## src/rtl/packet_output_scheduler.sv

```systemverilog
// Round-robin, packet-granular scheduler draining three FWFT port FIFOs onto one 8-bit link.
// Holds each grant until the CRC byte is popped; a stall watchdog aborts a dry mid-packet grant.
module packet_output_scheduler #(
  parameter logic [7:0] STALL_MAX = 8'd255
) (
  input  logic       clk1,
  input  logic       rst,
  input  logic [2:0] port_en,
  input  logic       rempty_port_1,
  input  logic       rempty_port_2,
  input  logic       rempty_port_3,
  input  logic [7:0] rdata_port_1,
  input  logic [7:0] rdata_port_2,
  input  logic [7:0] rdata_port_3,
  output logic       rinc_port_1,
  output logic       rinc_port_2,
  output logic       rinc_port_3,
  input  logic       out_ready,
  output logic       out_valid,
  output logic [7:0] out_data,
  output logic       out_sop,
  output logic       out_eop,
  output logic [1:0] out_port,
  output logic       busy,
  output logic       pkt_done,
  output logic       stall_err
);

  typedef enum logic {IDLE, XFER} state_t;

  state_t     state, state_nxt;
  logic [1:0] grant, grant_nxt;
  logic [1:0] last_grant, last_grant_nxt;
  logic [3:0] byte_cnt, byte_cnt_nxt;
  logic [3:0] pkt_len, pkt_len_nxt;
  logic [7:0] stall_cnt, stall_cnt_nxt;
  logic [2:0] req;
  logic [1:0] cand;
  logic       rempty_g;
  logic [7:0] rdata_g;
  logic       pop, last, abort;

  always_comb begin
    req = port_en & ~{rempty_port_3, rempty_port_2, rempty_port_1};
    rempty_g = 1'b1;
    rdata_g  = '0;
    unique case (grant)
      2'd1:    begin rempty_g = rempty_port_1; rdata_g = rdata_port_1; end
      2'd2:    begin rempty_g = rempty_port_2; rdata_g = rdata_port_2; end
      2'd3:    begin rempty_g = rempty_port_3; rdata_g = rdata_port_3; end
      default: begin rempty_g = 1'b1;          rdata_g = '0;           end
    endcase
  end

  always_comb begin
    state_nxt      = state;
    grant_nxt      = grant;
    last_grant_nxt = last_grant;
    byte_cnt_nxt   = byte_cnt;
    pkt_len_nxt    = pkt_len;
    stall_cnt_nxt  = stall_cnt;
    pop            = 1'b0;
    last           = 1'b0;
    abort          = 1'b0;
    cand           = last_grant;
    unique case (state)
      IDLE: begin
        // Walk the ports starting after the previous winner, wrapping 3 -> 1.
        for (int unsigned k = 0; k < 3; k++) begin
          cand = (cand == 2'd3) ? 2'd1 : cand + 2'd1;
          if (state_nxt == IDLE && req[cand - 2'd1]) begin
            grant_nxt = cand;
            state_nxt = XFER;
          end
        end
      end
      XFER: begin
        pop = !rempty_g && (!out_valid || out_ready);
        if (pop) begin
          byte_cnt_nxt  = byte_cnt + 4'd1;
          stall_cnt_nxt = '0;
          if (byte_cnt == 4'd2) pkt_len_nxt = {1'b0, rdata_g[2:0]} + 4'd4;
          if (byte_cnt >= 4'd3 && byte_cnt == pkt_len - 4'd1) begin
            last           = 1'b1;
            last_grant_nxt = grant;
            byte_cnt_nxt   = '0;
            state_nxt      = IDLE;
          end
        end else if (rempty_g) begin
          if (stall_cnt == STALL_MAX - 8'd1) begin
            abort          = 1'b1;
            last_grant_nxt = grant;
            byte_cnt_nxt   = '0;
            stall_cnt_nxt  = '0;
            state_nxt      = IDLE;
          end else begin
            stall_cnt_nxt = stall_cnt + 8'd1;
          end
        end
      end
      default: state_nxt = IDLE;
    endcase
  end

  always_ff @(posedge clk1) begin
    if (rst) begin
      state      <= IDLE;
      grant      <= '0;
      last_grant <= 2'd3;
      byte_cnt   <= '0;
      pkt_len    <= '0;
      stall_cnt  <= '0;
    end else begin
      state      <= state_nxt;
      grant      <= grant_nxt;
      last_grant <= last_grant_nxt;
      byte_cnt   <= byte_cnt_nxt;
      pkt_len    <= pkt_len_nxt;
      stall_cnt  <= stall_cnt_nxt;
    end
  end

  // Output stage: one byte deep, contents frozen while the link back-pressures.
  always_ff @(posedge clk1) begin
    if (rst) begin
      out_valid <= 1'b0;
      out_data  <= '0;
      out_sop   <= 1'b0;
      out_eop   <= 1'b0;
      out_port  <= '0;
    end else if (pop) begin
      out_valid <= 1'b1;
      out_data  <= rdata_g;
      out_sop   <= (byte_cnt == 4'd0);
      out_eop   <= last;
      out_port  <= grant;
    end else if (out_ready) begin
      out_valid <= 1'b0;
    end
  end

  assign rinc_port_1 = pop && (grant == 2'd1);
  assign rinc_port_2 = pop && (grant == 2'd2);
  assign rinc_port_3 = pop && (grant == 2'd3);
  assign busy        = (state == XFER);
  assign pkt_done    = last;
  assign stall_err   = abort;

endmodule

```

## config.mk

```make
export PLATFORM = sky130hd
export DESIGN_NAME = packet_output_scheduler
export DESIGN_NICKNAME = d
export VERILOG_FILES = /design/src/rtl/packet_output_scheduler.sv
export SDC_FILE = /design/constraint.sdc
export NUM_CORES = 1
export LEC_CHECK = 0
export CORE_AREA = 4 4 73 75
export CTS_BUF_LIST = sky130_fd_sc_hd__clkbuf_16
export DETAILED_ROUTE_END_ITERATION = 8
export DIE_AREA = 0 0 77 79
export PLACE_DENSITY_LB_ADDON = 0.08
export SETUP_SLACK_MARGIN = 0.15
export SLEW_MARGIN = 20
export SYNTH_ARGS = -nofsm -noshare
export SYNTH_HDL_FRONTEND = slang
export SYNTH_SLANG_ARGS = --single-unit
```

## constraint.sdc

```tcl
create_clock -name clk1 -period 2 [get_ports clk1]
set_input_delay 0.4 -clock clk1 [delete_from_list [all_inputs] [get_ports clk1]]
set_output_delay 0.4 -clock clk1 [all_outputs]
set_load 0.02 [all_outputs]
```

==> results.json <==
{
  "start_util_pct": 43.3,
  "grt_pass1_vias": 2082,
  "cts_hold_buf": 0,
  "hpwl_mm": 4.25,
  "crit_path_cell_trace": "inv_2 > ha_4 > xor2_2 > xnor2_1 > nand3_1 > nand2b_4 > inv_2 > buf_6",
  "ir_drop_mv": 0.476,
  "worst-path-buf-inv": 3,
  "drc_errors": 0,
  "grt_use_met2_pct": 35.6,
  "synth_nets": 278,
  "switching_share_pct": 33.3,
  "power_density_nw_per_um2": 777,
  "violations": "setup timing",
  "final.setup.worst_slack_ns": -0.00114,
  "wl_mm": 6.17,
  "die_w_microns": 77,
  "dpl.cell_count": 374,
  "nNetsFinal": 383,
  "crit_cells": 8,
  "grt_max_degree": 19,
  "cp.required_ns": 1.60,
  "num_rows": 25,
  "async_flop_share_pct": 0,
  "p_leak_nw": 1.38,
  "cts_tree": "built",
  "period_needed_ns": 2.00,
  "crit_fanout": 2,
  "fin_cells": 394,
  "pin_count": 52,
  "antenna_found_initial": 0,
  "cts.sinks": 34,
  "hold_depth": 2,
  "slew_headroom_pct": 71.4,
  "met1_usage_pct": 22.8,
  "place_ws_ns": -0.681,
  "ant_nets": 0,
  "hold_violations": 0,
  "synth-seq-cells": 34,
  "die_h_microns": 79,
  "netlist_area_sq_um": 2020,
  "setup-violations-final": 1,
  "fin_skew_ns": 0.00260,
  "p_comb_share_pct": 43.8,
  "clk_latency_ns": 0.28,
  "track_usage_pct": 19.9,
  "post_dp_cell_area_sq_um": 2930,
  "die_area_sq_um": 6080,
  "drv_cap": 0,
  "grt_busiest_layer": "met2",
  "crit_path_end_kind": "output pin",
  "layout-drive-gt1-share_pct": 40.9,
  "cts_buffers": 5,
  "synth_edf_count": 0,
  "yosys.cell_types.count": 47,
  "cpMostUsedCell": "inv_2",
  "max_stage_delay_ns": 0.35,
  "yosysSeqAreaShare_pct": 33.7,
  "synthFlopType": "dfxtp_1",
  "power.share.sequential_pct": 29.1,
  "grt_pass1_wl_mm": 9.71,
  "finalMaxSlewViolations": 0,
  "final_area_sq_um": 3470,
  "layout_commonest_cell": "buf_4",
  "critPathKind": "register to output pin",
  "p_int_w": 0.00180,
  "cp_slowest_cell": "dfxtp_2",
  "grt-ovfl-total": 0,
  "drtPass1Iterations": 4,
  "cp-start-kind": "register",
  "crit_arrival_ns": 1.60,
  "core_area_sq_um": 4660,
  "met3_usage_pct": 5.56,
  "outcome": "finished, violations left",
  "path_clk_slew_ns": 0.05,
  "via_per_inst": 5.47,
  "clkPwrFrac_pct": 27.1,
  "rsz0062_at_grt": "true",
  "yosys_warnings": 0,
  "fillCellCount": 332,
  "max_freq_ghz": 0.500,
  "crit_family": "flip-flops",
  "cts_root_buffer": "clkbuf_16",
  "clk_path_buf_depth": 2,
  "htree_levels": 2,
  "hold_path_class": "register to register",
  "power_switching_w": 0.000899,
  "drt_iter0_drc": 144,
  "ff2ff_path_depth": 8,
  "gp_congestion": 0.904,
  "avgSynthCellArea_sq_um": 8.59,
  "port_buffers": 51,
  "final_cell_mix": "buf_4, clkdlybuf4s50_1, dfxtp_1",
  "wl_per_cell_microns": 15.6,
  "rrSetupSlack_ns": 0.10,
  "vias": 2157,
  "n_antenna_cell": 0,
  "finalCritPeriodShare_pct": 100,
  "synthCells": 235,
  "finalPower_w": 0.00270,
  "worst_pin_slew_ns": 0.428,
  "syn2layout_area_growth_pct": 72.2
}
-- per-stage QoR --
step	utilization [%]	setup TNS (ns)	hold slack, ns
global route	74.6	-0.215	0.485
floorplan	-	0	0.435
CTS	70.9	-0.129	0.457
detailed placement	62.9	-10.58	0.449
finish	74.6	-0.00114	0.454
global placement	62.9	-9.87	0.441
-- routing by layer --
metal	vias up	share of wire, %
met3	6	5.6
li1	1077	-
met1	1022	43
met2	52	50
met4	0	1.1
met5	-	0
-- final cells by class --
class	instances	area, sq um	share of cell area, %
Clock buffer	5	125	3.60
Timing Repair Buffer	113	991	28.5
Clock inverter	2	10.0	0.288
Inverter	13	48.8	1.40
Tap cell	54	67.6	1.94
Multi-Input combinational cell	173	1540	44.4
Sequential cell	34	691	19.9
-- registers in the layout, indices dropped and copies added, names as in the netlist --
signal / flops
busy: 1
byte_cnt: 4
grant: 2
last_grant: 2
out_data: 8
out_eop: 1
out_port: 2
out_sop: 1
out_valid: 1
pkt_len: 4
stall_cnt: 8
-- worst reg2reg max path, cell delays in order, from the launching register on --
cell and delay (ns):
dfxtp_4 0.36, buf_6 0.12, nand2b_4 0.07, a2bb2oi_4 0.23
buf_6 0.13, buf_6 0.11, mux2_4 0.32, or3_4 0.39
a21oi_2 0.11
-- power by group through the flow --
stage | clock, W | sequential (W) | combinational [W]
final | 0.000731 | 0.000787 | 0.00118
after global routing | 0.000773 | 0.000796 | 0.00128
after CTS | 0.000738 | 0.000782 | 0.00110
after detailed placement | 0 | 0.000793 | 0.000972
after global placement | 0 | 0.000791 | 0.000964
after floorplan | 0 | 0.000829 | 0.000540
-- synth_stat cells, drive strengths merged, types with 5 or more instances --
| cell type | n | area, sq um |
|---|---|---|
| a21oi | 11 | 58.8 |
| nand2b | 5 | 38.8 |
| nor3 | 18 | 90.1 |
| or3 | 6 | 37.5 |
| inv | 13 | 48.8 |
| nor4bb | 6 | 60.1 |
| mux2 | 9 | 101 |
| nand2 | 12 | 45.0 |
| xor2 | 6 | 52.6 |
| dfxtp | 34 | 681 |
| nor2 | 17 | 63.8 |
| nand3 | 6 | 30.0 |
| buf | 8 | 50.1 |
| o21ai | 11 | 55.1 |
| ha | 10 | 125 |
| a221oi | 9 | 78.8 |
| clkbuf | 7 | 26.3 |
-- final timing paths --
check / startpoint / endpoint
max: pkt_len[1] / pkt_done
min: out_eop / out_eop
max reg2reg: grant[1] / byte_cnt[3]
min reg2reg: out_eop / out_eop
-- cells by family (layout without fill, tap and decap cells) --
| kind of cell | Yosys count | after routing | share of synthesized area (%) |
|---|---|---|---|
| DFF | 34 | 34 | 33.7 |
| xor gates and xnor gates | 10 | 10 | 4.34 |
| buffers and inverters | 28 | 133 | 6.20 |
| and+or+nand+nor | 87 | 87 | 24.0 |
| AOI/OAI and AO/OA | 54 | 54 | 19.0 |
| muxes | 12 | 12 | 6.51 |
| adders and majority gates | 10 | 10 | 6.20 |
-- what timing repair did --
| item | in CTS | in global routing |
|---|---|---|
| setup buffers | 5 | 8 |
| cloned | 0 | 0 |
| pin swaps | 25 | 15 |
| endpoints found under the setup margin | 31 | 24 |
| gates resized for setup | 79 | 20 |
Power figures use the tool's default switching activity.
